===== config.mk =====
export PLATFORM = sky130hd
export DESIGN_NAME = seg7_scan_mux
export DESIGN_NICKNAME = d
export VERILOG_FILES = /design/src/rtl/seg7_pkg.sv /design/src/rtl/seg7_scan_mux_bcd_to_seg7.sv /design/src/rtl/seg7_scan_mux.sv
export SDC_FILE = /design/constraint.sdc
export NUM_CORES = 1
export LEC_CHECK = 0
export CORE_ASPECT_RATIO = 0.5
export CORE_MARGIN = 2
export CORE_UTILIZATION = 26
export DETAILED_ROUTE_END_ITERATION = 10
export HOLD_SLACK_MARGIN = 0.05
export PLACE_DENSITY_LB_ADDON = 0.15
export SYNTH_ARGS = -nofsm -noshare
export SYNTH_HDL_FRONTEND = slang
export SYNTH_SLANG_ARGS = --single-unit
export TNS_END_PERCENT = 100

===== constraint.sdc =====
create_clock -name clk -period 1.7 [get_ports clk]
set_input_delay 0.425 -clock clk [delete_from_list [all_inputs] [get_ports clk]]
set_output_delay 0.425 -clock clk [all_outputs]
set_load 0.05 [all_outputs]

===== src/rtl/seg7_pkg.sv =====
// Shared seven-segment definitions: BCD nibble type and active-low g..a patterns.
package seg7_pkg;

    typedef logic [3:0] bcd_t;

    localparam logic [6:0] SEG_0     = 7'h40;
    localparam logic [6:0] SEG_1     = 7'h79;
    localparam logic [6:0] SEG_2     = 7'h24;
    localparam logic [6:0] SEG_3     = 7'h30;
    localparam logic [6:0] SEG_4     = 7'h19;
    localparam logic [6:0] SEG_5     = 7'h12;
    localparam logic [6:0] SEG_6     = 7'h02;
    localparam logic [6:0] SEG_7     = 7'h78;
    localparam logic [6:0] SEG_8     = 7'h00;
    localparam logic [6:0] SEG_9     = 7'h10;
    localparam logic [6:0] SEG_BLANK = 7'h7F;

    localparam logic [7:0] SEG_ALL_OFF = 8'hFF;

endpackage


===== src/rtl/seg7_scan_mux_bcd_to_seg7.sv =====
// Combinational BCD nibble to active-low g..a pattern; codes 10..15 render blank.
module bcd_to_seg7
    import seg7_pkg::*;
(
    input  bcd_t       bcd,
    output logic [6:0] pattern
);

    // Nibble lookup
    always_comb begin
        case (bcd)
            4'd0:    pattern = SEG_0;
            4'd1:    pattern = SEG_1;
            4'd2:    pattern = SEG_2;
            4'd3:    pattern = SEG_3;
            4'd4:    pattern = SEG_4;
            4'd5:    pattern = SEG_5;
            4'd6:    pattern = SEG_6;
            4'd7:    pattern = SEG_7;
            4'd8:    pattern = SEG_8;
            4'd9:    pattern = SEG_9;
            default: pattern = SEG_BLANK;
        endcase
    end

endmodule


===== src/rtl/seg7_scan_mux.sv =====
// Time-multiplexed 7-segment driver with per-frame input snapshot and slot blanking.
// Optional leading-zero suppression: define SEG7_LEADING_ZERO_BLANK_EN.
module seg7_scan_mux
    import seg7_pkg::*;
#(
    parameter int NUM_DIGITS = 4,
    parameter int SCAN_DIV   = 50000,
    parameter int BLANK_CYC  = 2
) (
    input  logic                    clk,
    input  logic                    rst,
    input  logic [4*NUM_DIGITS-1:0] digits,
    input  logic [NUM_DIGITS-1:0]   dp_in,
    output logic [7:0]              seg,
    output logic [NUM_DIGITS-1:0]   an,
    output logic                    frame_done
);

    localparam int DIV_W = $clog2(SCAN_DIV);
    localparam int IDX_W = $clog2(NUM_DIGITS);

    localparam logic [DIV_W-1:0]      DIV_LAST  = DIV_W'(SCAN_DIV - 1);
    localparam logic [DIV_W-1:0]      BLANK_END = DIV_W'(BLANK_CYC);
    localparam logic [IDX_W-1:0]      IDX_LAST  = IDX_W'(NUM_DIGITS - 1);
    localparam logic [NUM_DIGITS-1:0] AN_OFF    = {NUM_DIGITS{1'b1}};
    localparam logic [NUM_DIGITS-1:0] AN_ONE    = NUM_DIGITS'(1'b1);

    logic [DIV_W-1:0]             div_cnt_r;
    logic [IDX_W-1:0]             idx_r;
    bcd_t [NUM_DIGITS-1:0]        shadow_r;
    logic [NUM_DIGITS-1:0]        shadow_dp_r;
    logic                         tick_s;
    logic                         frame_s;
    logic                         blank_s;
    bcd_t                         cur_bcd_s;
    logic [6:0]                   cur_pat_s;
    logic [7:0]                   lit_seg_s;

    assign tick_s    = (div_cnt_r == DIV_LAST);
    assign frame_s   = tick_s && (idx_r == IDX_LAST);
    assign blank_s   = (div_cnt_r < BLANK_END);
    assign cur_bcd_s = shadow_r[idx_r];

    bcd_to_seg7 u_dec (
        .bcd     (cur_bcd_s),
        .pattern (cur_pat_s)
    );

`ifdef SEG7_LEADING_ZERO_BLANK_EN
    logic [NUM_DIGITS-1:0] mask_s;
    logic [NUM_DIGITS-1:0] mask_r;

    // Leading-zero mask from the live inputs, latched together with the snapshot
    always_comb begin
        logic lead_s;
        mask_s = {NUM_DIGITS{1'b0}};
        lead_s = 1'b1;
        for (int i = NUM_DIGITS - 1; i >= 1; i--) begin
            if (lead_s && (digits[4*i +: 4] == 4'd0)) begin
                mask_s[i] = 1'b1;
            end else begin
                lead_s = 1'b0;
            end
        end
    end

    // Suppressed digits keep their anode but show nothing, dp included
    always_comb begin
        if (mask_r[idx_r]) begin
            lit_seg_s = SEG_ALL_OFF;
        end else begin
            lit_seg_s = {~shadow_dp_r[idx_r], cur_pat_s};
        end
    end

    // Mask register
    always_ff @(posedge clk) begin
        if (rst) begin
            mask_r <= {NUM_DIGITS{1'b0}};
        end else if (frame_s) begin
            mask_r <= mask_s;
        end
    end
`else
    // Lit-slot segment pattern
    always_comb begin
        lit_seg_s = {~shadow_dp_r[idx_r], cur_pat_s};
    end
`endif

    // Prescaler, digit index, frame snapshot and registered outputs
    always_ff @(posedge clk) begin
        if (rst) begin
            div_cnt_r   <= {DIV_W{1'b0}};
            idx_r       <= {IDX_W{1'b0}};
            shadow_r    <= {NUM_DIGITS{4'hF}};
            shadow_dp_r <= {NUM_DIGITS{1'b0}};
            frame_done  <= 1'b0;
            an          <= AN_OFF;
            seg         <= SEG_ALL_OFF;
        end else begin
            if (tick_s) begin
                div_cnt_r <= {DIV_W{1'b0}};
                idx_r     <= (idx_r == IDX_LAST) ? {IDX_W{1'b0}} : idx_r + IDX_W'(1'b1);
            end else begin
                div_cnt_r <= div_cnt_r + DIV_W'(1'b1);
            end

            // Snapshot only at the frame boundary so a scan never mixes old and new digits
            if (frame_s) begin
                shadow_r    <= digits;
                shadow_dp_r <= dp_in;
            end

            frame_done <= frame_s;

            if (blank_s) begin
                an  <= AN_OFF;
                seg <= SEG_ALL_OFF;
            end else begin
                an  <= ~(AN_ONE << idx_r);
                seg <= lit_seg_s;
            end
        end
    end

endmodule


==> results of run 1 <==
## per-stage QoR
step | hold WS (ns) | util | setup slack, ns
floorplan | 0.4260 | - | 0.0006810
global placement | 0.4518 | 0.3339 | -0.03247
detailed placement | 0.4537 | 0.3339 | -0.06369
CTS | 0.4709 | 0.3534 | 0.01465
global route | 0.4830 | 0.3680 | -0.03951
finish | 0.4661 | 0.3680 | 0.02906
## report_power, final
group	leakage, nW	internal (mW)	switching, mW
logic	0.660	0.0700	0.0468
registers	0.413	1.20	0.00527
clock network	0.0838	0.695	0.446
## cells by family after synthesis
| logic type | count (synthesis) | share of synthesized area |
|---|---|---|
| DFF | 51 | 0.4357 |
| AOI/OAI and AO/OA | 46 | 0.1377 |
| xor gates and xnor gates | 12 | 0.04485 |
| and+or+nand+nor | 80 | 0.2184 |
| buffers and inverters | 26 | 0.05285 |
| adders and majority gates | 10 | 0.05339 |
| muxes | 7 | 0.05713 |
## cell type report
cell class              count  area (sq um)  share of cell area
multi-input cells         156          1310              0.4074
flip-flops and latches     51          1025              0.3187
repair buffers             61         526.8              0.1638
well taps                 117         146.4             0.04553
clock buffers               5         125.1             0.03891
clock inverters             3         43.79             0.01362
inverters                   9         38.79             0.01206
## metal layers
metal | vias to the layer above | routed length, microns | part of all wire
met1 | 938 | 2859 | 0.50
met4 | 0 | 44 | 0.0077
li1 | 963 | - | -
met2 | 25 | 2580 | 0.45
met3 | 7 | 198 | 0.035
met5 | - | 0 | 0
## what timing repair did
| item | 4_1_cts | 5_1_grt |
|---|---|---|
| resized for setup | 1 | 27 |
| endpoints found under the setup margin | 6 | 30 |
| gates cloned | 0 | 1 |
| pin swaps | 0 | 7 |
| setup buffers | 0 | 1 |
## state kept, by name, summed over array words and instances, names as in the netlist
register and count:
shadow_dp_r 4, an 4, shadow_r 16, div_cnt_r 16, seg 8, frame_done 1
idx_r 2
## worst max path at each step
stage / from / to / slack, ns
after floorplan: div_cnt_r[0] / shadow_r[0] / 0.0007
final: idx_r[1] / seg[0] / 0.03
after global placement: rst / seg[4] / -0.03
after global routing: idx_r[0] / seg[0] / -0.04
after CTS: idx_r[0] / seg[0] / 0.01
after detailed placement: idx_r[0] / seg[0] / -0.06
## layout by cell type, fill, tap and decap left out, drive strengths merged, types with 4 or more instances in the layout
| master | Yosys | routed |
|---|---|---|
| a211o | 16 | 16 |
| o31ai | 5 | 5 |
| xor2 | 9 | 9 |
| clkbuf | 8 | 5 |
| o21ai | 7 | 7 |
| clkdlybuf4s50 | 0 | 21 |
| and4 | 22 | 22 |
| nand3 | 8 | 9 |
| dfxtp | 51 | 51 |
| nand2 | 10 | 10 |
| nor2 | 15 | 15 |
| a21oi | 15 | 15 |
| buf | 9 | 40 |
| ha | 10 | 10 |
| nand4 | 9 | 9 |
| inv | 8 | 8 |
| mux4 | 5 | 5 |
| nor4 | 4 | 4 |
## critical path: stages, from the launching register on
cell and delay [ns]:
dfxtp_1 0.48, mux4_2 0.37, inv_4 0.07, buf_4 0.14, ha_1 0.20, a211oi_1 0.22
o21ai_1 0.08
==> results.json, run 1 <==
{
  "status": "finished clean",
  "cp.arrival_ns": 1.85,
  "htree_levels": 2,
  "drive_above_1_share": 0.2807,
  "crit_path_start_kind": "flop",
  "dp_cells": 392,
  "place_congestion": 0.7765,
  "period_needed_ns": 1.671,
  "leakagePower_nw": 1.157,
  "cp.required_ns": 1.88,
  "gr-total-overflow": 0,
  "syn_inst": 232,
  "grt_pass1_vias": 1852,
  "postCtsHoldBufs": 0,
  "r2r_cells": 6,
  "busiest_layer": "met2",
  "use_met3": 0.03791,
  "place_area_sq_um": 2918,
  "synth.top_cell.area_share": 0.4357,
  "path_max_fanout": 6,
  "fmax_ghz": 0.5985,
  "synth_fp_nets": 264,
  "maxCapViolCount": 0,
  "clock_latency_ns": 0.29,
  "yosysMostFrequentCell": "dfxtp_1",
  "num_vias": 1933,
  "hold_viol": 0,
  "grt_use_met1": 0.1547,
  "setup-violations-final": 0,
  "synth_warnings": 0,
  "finalMaxSlewViolations": 0,
  "clock-sinks": 51,
  "area_delta_synth_final_pct": 37.21,
  "first_pass_iters": 4,
  "tns_ns": 0,
  "final_nets": 316,
  "fin_crit_sh": 0.9829,
  "initial_utilization": 0.2682,
  "slew_headroom": 0.7358,
  "end_kind": "flop",
  "power.total_mw": 2.463,
  "grt_use_total": 0.1153,
  "worst_slew_pin_slew_ns": 0.3953,
  "fin_skew_ns": 0.008153,
  "antenna_found_initial": 0,
  "cts.reportedPaths.clkPinSlew_ns": 0.07,
  "ant_nets": 0,
  "grt_start_max_net_pins": 24,
  "syn_area_per_cell_sq_um": 10.10,
  "drc": 0,
  "place_hpwl_mm": 3.971,
  "holdPathEnd": "shadow_r[6]",
  "grt_setup_unrepaired": "true",
  "synthTopCellsByCount": "dfxtp_1 (51), and4_1 (21), a211o_1 (16), a21oi_1 (15), nor2_1 (15)",
  "final_cells": 402,
  "ys_seq_area_frac": 0.4357,
  "ios": 35,
  "synth-edff-count": 0,
  "die_w_microns": 138.3,
  "grt_pass1_wl_mm": 9.128,
  "ys_types": 39,
  "insertedDiodeCount": 0,
  "ir_worst_vdd_v": 0.0003473,
  "async_flop_share": 0,
  "port_buffers": 34,
  "wl_mm": 5.683,
  "synthFlopType": "dfxtp_1",
  "clockBufferDepth": 2,
  "netlist_area_sq_um": 2343,
  "drt-initial-drc-count": 54,
  "die_h_microns": 71.13,
  "fin_area_sq_um": 3216,
  "grtUsageMet2": 0.1821,
  "viasPerCell": 4.808,
  "die_area_sq_um": 9835,
  "fillers": 877,
  "min_path_cells": 1,
  "rr_endpoint": "seg[0]",
  "core_area_sq_um": 8738,
  "synth_area_leaders": "dfxtp_1 (44%), and4_1 (7.8%), a211o_1 (6.0%)",
  "hold_path.class": "reg -> reg",
  "timing.rr.start": "idx_r[1]",
  "synth_area_leader_cell": "dfxtp_1",
  "crit_type": "reg -> reg",
  "cts_root_buffer": "clkbuf_16",
  "regToRegSetupSlack_ns": 0.03,
  "min_from": "shadow_r[6]",
  "row_count": 24,
  "cts_tree": "built",
  "numCtsBuffers": 5,
  "power_density_nw_per_um2": 766.0,
  "post_drt_wl_per_cell_microns": 14.14,
  "ys_ff_latch": 51
}
Note: power is estimated with default switching activity, not from simulation.
==> inputs of run 2 (changes only) <==
--- a/config.mk
+++ b/config.mk
@@ -5,11 +5,12 @@
 export SDC_FILE = /design/constraint.sdc
 export NUM_CORES = 1
 export LEC_CHECK = 0
+export ABC_CLOCK_PERIOD_IN_PS = 1700
 export CORE_ASPECT_RATIO = 0.5
 export CORE_MARGIN = 2
 export CORE_UTILIZATION = 26
 export DETAILED_ROUTE_END_ITERATION = 10
-export HOLD_SLACK_MARGIN = 0.05
+export HOLD_SLACK_MARGIN = 0.02
 export PLACE_DENSITY_LB_ADDON = 0.15
 export SYNTH_ARGS = -nofsm -noshare
 export SYNTH_HDL_FRONTEND = slang
==> results of run 2 <==
The final DEF is identical to that of run 1; final timing and power are the same.
==> inputs of run 3 (changes only) <==
--- a/config.mk
+++ b/config.mk
@@ -12,6 +12,7 @@
 export DETAILED_ROUTE_END_ITERATION = 10
 export HOLD_SLACK_MARGIN = 0.02
 export PLACE_DENSITY_LB_ADDON = 0.15
+export SKIP_LAST_GASP = 1
 export SYNTH_ARGS = -nofsm -noshare
 export SYNTH_HDL_FRONTEND = slang
 export SYNTH_SLANG_ARGS = --single-unit
==> results of run 3 <==
The final DEF is identical to that of run 1; final timing and power are the same.
